<file path="src/rtl/product_bcd_conv.sv">
// Purpose : binary product (W bits) to 3-digit BCD via shift-add-3 (double dabble).
// Latency : out_valid rises exactly W edges after the accept edge; accepts at most one product every W+2 cycles.
// Backpr. : holds the result in DONE with digits stable until out_ready; in_ready is low while SHIFT/DONE, no queuing.
//
// Ports:
//   clk, rst_n            clock, asynchronous active-low reset
//   in_valid/in_ready     product handshake; in_data is the unsigned product (W bits, W in 4..9)
//   out_valid/out_ready   result handshake; bcd_hun/bcd_ten/bcd_one hold the last result
//   busy                  high while the conversion is shifting
module product_bcd_conv #(
  parameter int W = 8
) (
  input  logic         clk,
  input  logic         rst_n,
  input  logic         in_valid,
  input  logic [W-1:0] in_data,
  output logic         in_ready,
  output logic         out_valid,
  input  logic         out_ready,
  output logic [3:0]   bcd_hun,
  output logic [3:0]   bcd_ten,
  output logic [3:0]   bcd_one,
  output logic         busy
);

  // Combined {BCD[11:0], binary[W-1:0]} working register.
  localparam int SW = 12 + W;
  localparam int CW = 4;

  typedef enum logic [1:0] {
    IDLE  = 2'd0,
    SHIFT = 2'd1,
    DONE  = 2'd2
  } state_t;

  state_t        state;
  state_t        state_nxt;
  logic [SW-1:0] sreg;
  logic [SW-1:0] sreg_adj;
  logic [SW-1:0] sreg_shf;
  logic [CW-1:0] cnt;
  logic          cnt_last;
  logic          accept;

  assign accept   = in_valid & in_ready;
  assign cnt_last = (cnt == CW'(1));

  // Add 3 to every BCD nibble >= 5 so the following doubling carries
  // correctly into the next decimal digit.
  always_comb begin
    sreg_adj = sreg;
    for (int i = 0; i < 3; i++) begin
      if (sreg[W+4*i +: 4] >= 4'd5) begin
        sreg_adj[W+4*i +: 4] = sreg[W+4*i +: 4] + 4'd3;
      end
    end
    sreg_shf = sreg_adj << 1;
  end

  // State register
  always_ff @(posedge clk or negedge rst_n) begin
    if (!rst_n) begin
      state <= IDLE;
    end else begin
      state <= state_nxt;
    end
  end

  // Next state and handshake outputs; all outputs decode from state only.
  // in_ready is held low during reset so nothing looks acceptable until release.
  always_comb begin
    state_nxt = state;
    in_ready  = 1'b0;
    out_valid = 1'b0;
    busy      = 1'b0;
    unique case (state)
      IDLE: begin
        in_ready = rst_n;
        if (in_valid && rst_n) begin
          state_nxt = SHIFT;
        end
      end
      SHIFT: begin
        busy = 1'b1;
        if (cnt_last) begin
          state_nxt = DONE;
        end
      end
      DONE: begin
        out_valid = 1'b1;
        if (out_ready) begin
          state_nxt = IDLE;
        end
      end
      default: begin
        state_nxt = IDLE;
      end
    endcase
  end

  // Datapath: capture on accept, shift W times, publish the BCD field on the
  // last shift so out_valid and the digits appear on the same edge.
  always_ff @(posedge clk or negedge rst_n) begin
    if (!rst_n) begin
      sreg    <= '0;
      cnt     <= '0;
      bcd_hun <= 4'd0;
      bcd_ten <= 4'd0;
      bcd_one <= 4'd0;
    end else begin
      if (state == IDLE) begin
        if (accept) begin
          sreg <= {12'd0, in_data};
          cnt  <= CW'(W);
        end
      end else if (state == SHIFT) begin
        sreg <= sreg_shf;
        cnt  <= cnt - CW'(1);
        if (cnt_last) begin
          bcd_hun <= sreg_shf[SW-1 -: 4];
          bcd_ten <= sreg_shf[SW-5 -: 4];
          bcd_one <= sreg_shf[SW-9 -: 4];
        end
      end
    end
  end

endmodule

</file>
<file path="config.mk">
export PLATFORM = sky130hd
export DESIGN_NAME = product_bcd_conv
export DESIGN_NICKNAME = d
export VERILOG_FILES = /design/src/rtl/product_bcd_conv.sv
export SDC_FILE = /design/constraint.sdc
export NUM_CORES = 1
export LEC_CHECK = 0
export CORE_MARGIN = 3
export CORE_UTILIZATION = 45
export DETAILED_ROUTE_END_ITERATION = 10
export PLACE_DENSITY = 0.69
export SLEW_MARGIN = 5
export SYNTH_ARGS = -nofsm -noshare
export SYNTH_HDL_FRONTEND = slang
export SYNTH_SLANG_ARGS = --single-unit
</file>
<file path="constraint.sdc">
create_clock -name clk -period 2.3 [get_ports clk]
set_clock_uncertainty 0.1 [all_clocks]
set_input_delay 0.46 -clock clk [delete_from_list [all_inputs] [get_ports clk]]
set_output_delay 0.46 -clock clk [all_outputs]
set_load 0.05 [all_outputs]
</file>
---- Word-level counts from Yosys, hierarchy flattened ----
Cells that the tools add are included.
storage, ports and cells
  register bits ........................... 38
  bits of input ports ..................... 12
  output and inout bits ................... 15
operators by class
  $add $sub $neg .......................... 4
  $lt $le $gt $ge ......................... 3
  equality and inequality tests ........... 7
  muxes and demuxes ....................... 16
  bitwise operators ....................... 2
  reduce and logical (&&, ||, !) cells .... 6
operators with widths
  kind                                                                                  number
  20-bit two-way mux                                                                    3
  4-bit two-way mux                                                                     5
  4-bit by 3-bit greater-or-equal comparator with 1-bit output (second input constant)  3
  4-bit by 2-bit adder with 4-bit output (second input constant)                        2
  2-bit inequality test (second input constant)                                         4
  2-bit two-way mux                                                                     3
  2-bit case mux with 3 select lines                                                    1
  3-bit AND reduction                                                                   2
  4-bit by 1-bit == test with 1-bit output (second input constant)                      1
  4-bit by 1-bit subtractor with 4-bit output (second input constant)                   1
  3-bit by 2-bit adder with 3-bit output (second input constant)                        1
  1-bit two-way mux                                                                     3
  3-bit two-way mux                                                                     1
  2-bit by 1-bit == test with 1-bit output (second input constant)                      1
  2-bit == test (second input constant)                                                 1
  2-bit logical NOT                                                                     1
  2-bit AND reduction                                                                   1
  2-bit nonzero test                                                                    1
  1-bit bitwise AND                                                                     1
  1-bit logical AND                                                                     1
  1-bit inverter                                                                        1

---- Logic depth before layout (Yosys ltp) ----
  depth after elaboration ................. 5
  mapped depth ............................ 7

---- Worst setup path after synthesis ----
No wires, ideal clock.
  path type ............................... reg2out
  from .................................... register state[1]
  to ...................................... output port in_ready
  data arrival time ....................... 1251 ps
  path slack .............................. 489 ps
  cell stages (with the launch flop) ...... 3
  buffers on the path ..................... 0
  cell sequence ........................... dfrtp_1 nor2_2 and2_1
on the way
  longest elaborated chain between the ends .. 2
RTL lines
  item                      RTL line  text
  start: declaration        36        state_t state;
  start signal: assignment  65        state <= state_nxt;
  2-bit logical NOT         76        unique case (state)
  1-bit two-way mux         76
  end: declaration          17        output logic in_ready,
Every way passes these cells.

---- Final worst setup path ----
  from .................................... input port rst_n
  to ...................................... output port in_ready
on the way
  longest elaborated chain between the ends .. 1
RTL lines
  item                RTL line  text
  start: declaration  14        input logic rst_n,
  1-bit two-way mux   76
Every way passes these cells.

==> reports/metrics.yaml <==
logic_synthesis:
  synthCells: 169
  yosys-top-cells-count: "38 x dfrtp_1, 21 x nand2_1, 13 x o21ai_0"
  largest_area_contributor_in_the_synthesized_netlist: "dfrtp_1"
  dominantRegCellSynth: "dfrtp_1"
  netlist_top_cells_area: "dfrtp_1 52%, ha_1 5.5%, mux2i_1 4.9%"
  avgSynthCellArea_um2: 10.8
  syn-num-nets: 189
  synth_edf_count: 0
  post-synth-top-count-cell: "dfrtp_1"
  syn_warnings: 0
  synth-seq-area-share_pct: 52.2
  asyncSetResetFlopFracSynth_pct: 100
  post_synth_num_cell_types: 28
  synth.top_cell.area_share_pct: 52.2
  ys_seq_elements: 38
  mappedNetlistArea_um2: 1820
pwr:
  pwr-share-clk_pct: 12.2
  power.net_switching_mw: 1.52
  power.switching_fraction_pct: 43.6
  power_leakage_nw: 1.04
  seq_power_share_pct: 33.5
  power.share.combinational_pct: 54.3
  internal-power_mw: 1.96
  ir_drop_uv: 717
  power.density_cell_area_nw_per_um2: 1540
drt:
  drt-vias-per-instance: 5.17
  drt_iter0_markers: 59
  post_drt_antenna_nets: 0
  wirelength_um: 3450
  detailroute.via_count: 1304
  drt-wirelength-per-cell_um: 13.7
  drcViolationCount: 0
  first_pass_iters: 4
grt:
  antenna_found_initial: 0
  grt_resource_usage_total_pct: 16.1
  grt_ovf: 0
  grt_pass1_wl_um: 6200
  grt_max_degree: 36
  first_global_vias: 1317
run_status:
  run_status: "complete, no violations"
floorplan:
  fp.dieH_um: 69.6
  floorplan.core_area_um2: 3770
  ioPinCount: 27
  initial_core_util_pct: 48.3
  site_rows: 22
  die_x_um: 69.6
  die_area_um2: 4850
min_path:
  worstHoldPathType: "reg -> reg"
clocking:
  clk_sink_count: 38
  clock_insertion_delay_worst_skew_ns: 0.29
  post-cts-setup-buffer-count: 0
  ctsResizeCount: 0
  postCtsHoldBufs: 1
  clock_tree_buffer_depth: 2
  clock-root-buffer: "clkbuf_8"
  clkTransAtPathRegs_ns: 0.08
  cts_tree: "done"
  htree_levels: 2
  tritoncts.num_buffers: 5
finish:
  design.final.nets: 224
  antenna_cells: 0
  area_delta_synth_final_pct: 24.2
  postLayoutCoreUtil_pct: 60.0
  final_area_um2: 2260
  drive_gt1_share_pct: 14.2
worst_setup_path:
  worst_case_reg_to_reg_path_depth: 7
  worstReg2RegEnd: "bcd_hun[0]"
  crit_fanout: 7
  worst_ep_required_time_ns: 1.74
  rr_startpoint: "cnt[1]"
  crit_path_start_kind: "input pin"
  worst_ep_arrival_time_ns: 1.52
  cp-startpoint: "rst_n"
  regToRegSetupSlack_ns: 0.40
  end_point_of_the_critical_path: "in_ready"
  timing.critical_path.to_type: "primary output"
  worstSetupPathType: "in -> out"
placement:
  dp.final_hpwl_um: 2570
  place.gp.congestion: 0.746
  postPlaceCellArea_um2: 2170
  portBuffers: 26
timing:
  transition_at_the_pin_with_the_smallest_max_transition_slack_ns: 0.586
  setup_total_negative_slack_ns: 0
  slew-limit-headroom_pct: 60.8
  min_period_ns: 2.08
  final_report_max_slew_violation_count: 0
  number_of_hold_violations_in_the_final_report: 0
  max_freq_mhz: 480
  final_period_utilization_pct: 90.6
  grt_setup_unrepaired: "false"
  final.hold.worst_slack_ns: 0.377
  setup_viols_final: 0
run:
  max_cap_viol_count: 0
-- layer usage --
metal  vias to the layer above  global-route usage, %  part of all wire (%)
met5                         -                      0                     0
met2                        32                   24.3                    46
met3                         5                   5.07                   3.9
met4                         0                   6.17                   1.5
li1                        660                      -                     -
met1                       607                   21.6                    48
-- metrics by stage --
stage,worst slack (ns),power [mW],cells
final,0.216,3.48,252
after global routing,0.120,3.77,252
after global placement,0.361,3.02,244
after floorplan,0.489,2.49,169
after CTS,0.206,3.51,252
after detailed placement,0.278,3.08,244
-- power groups by stage --
| stage | registers [mW] | clock network, mW | logic [mW] |
|---|---|---|---|
| 6_report | 1.17 | 0.426 | 1.89 |
| 5_1_grt | 1.21 | 0.474 | 2.09 |
| 4_1_cts | 1.17 | 0.433 | 1.91 |
| 3_5_place_dp | 1.17 | 0 | 1.91 |
| 3_3_place_gp | 1.16 | 0 | 1.86 |
| 2_1_floorplan | 1.42 | 0 | 1.07 |
-- cells by family after synthesis --
logic type                 share of synthesized area, %
buffers and inverters                              4.05
DFF                                                52.2
and+or+nand+nor                                    11.0
AOI/OAI and AO/OA                                  15.7
muxes                                              9.68
xor gates and xnor gates                           1.92
adders and majority gates                          5.49
-- layout make-up --
type	count	area [um^2]
clock buffer	5	68.8
sequential	38	951
tap	48	60.1
clock inverter	2	10.0
multi-input combinational	114	797
inverter	11	41.3
fill	311	1510
timing repair buffer	34	335
-- worst max-delay path: stages --
cell and delay, ns:
dlygate4sd3_1 0.52, buf_2 0.19, and2_1 0.21, buf_12 0.15
-- placed cells by master (no fill, tap or decap), types with 7 or more instances in the layout --
master	instances
nand2_1	21
o21ai_0	13
dfrtp_1	38
mux2i_1	9
a21oi_1	7
o21ai_1	11
ha_1	8
buf_4	8
clkdlybuf4s50_1	22
inv_1	10
-- worst min path at each step --
stage	startpoint	end	slack [ns]	depth (start not counted)
after global placement	rst_n	cnt[3]	0.20	1
after global routing	bcd_ten[0]	bcd_ten[0]	0.42	2
after CTS	bcd_ten[0]	bcd_ten[0]	0.39	2
after detailed placement	rst_n	cnt[3]	0.20	1
final	bcd_ten[0]	bcd_ten[0]	0.38	2
after floorplan	rst_n	bcd_hun[0]	0.06	0
-- state kept, by name (all words and copies together) (netlist names) --
name	flops
sreg	20
bcd_hun	4
bcd_one	4
bcd_ten	4
cnt	4
state	2
Note: power is estimated with default switching activity, not from simulation.
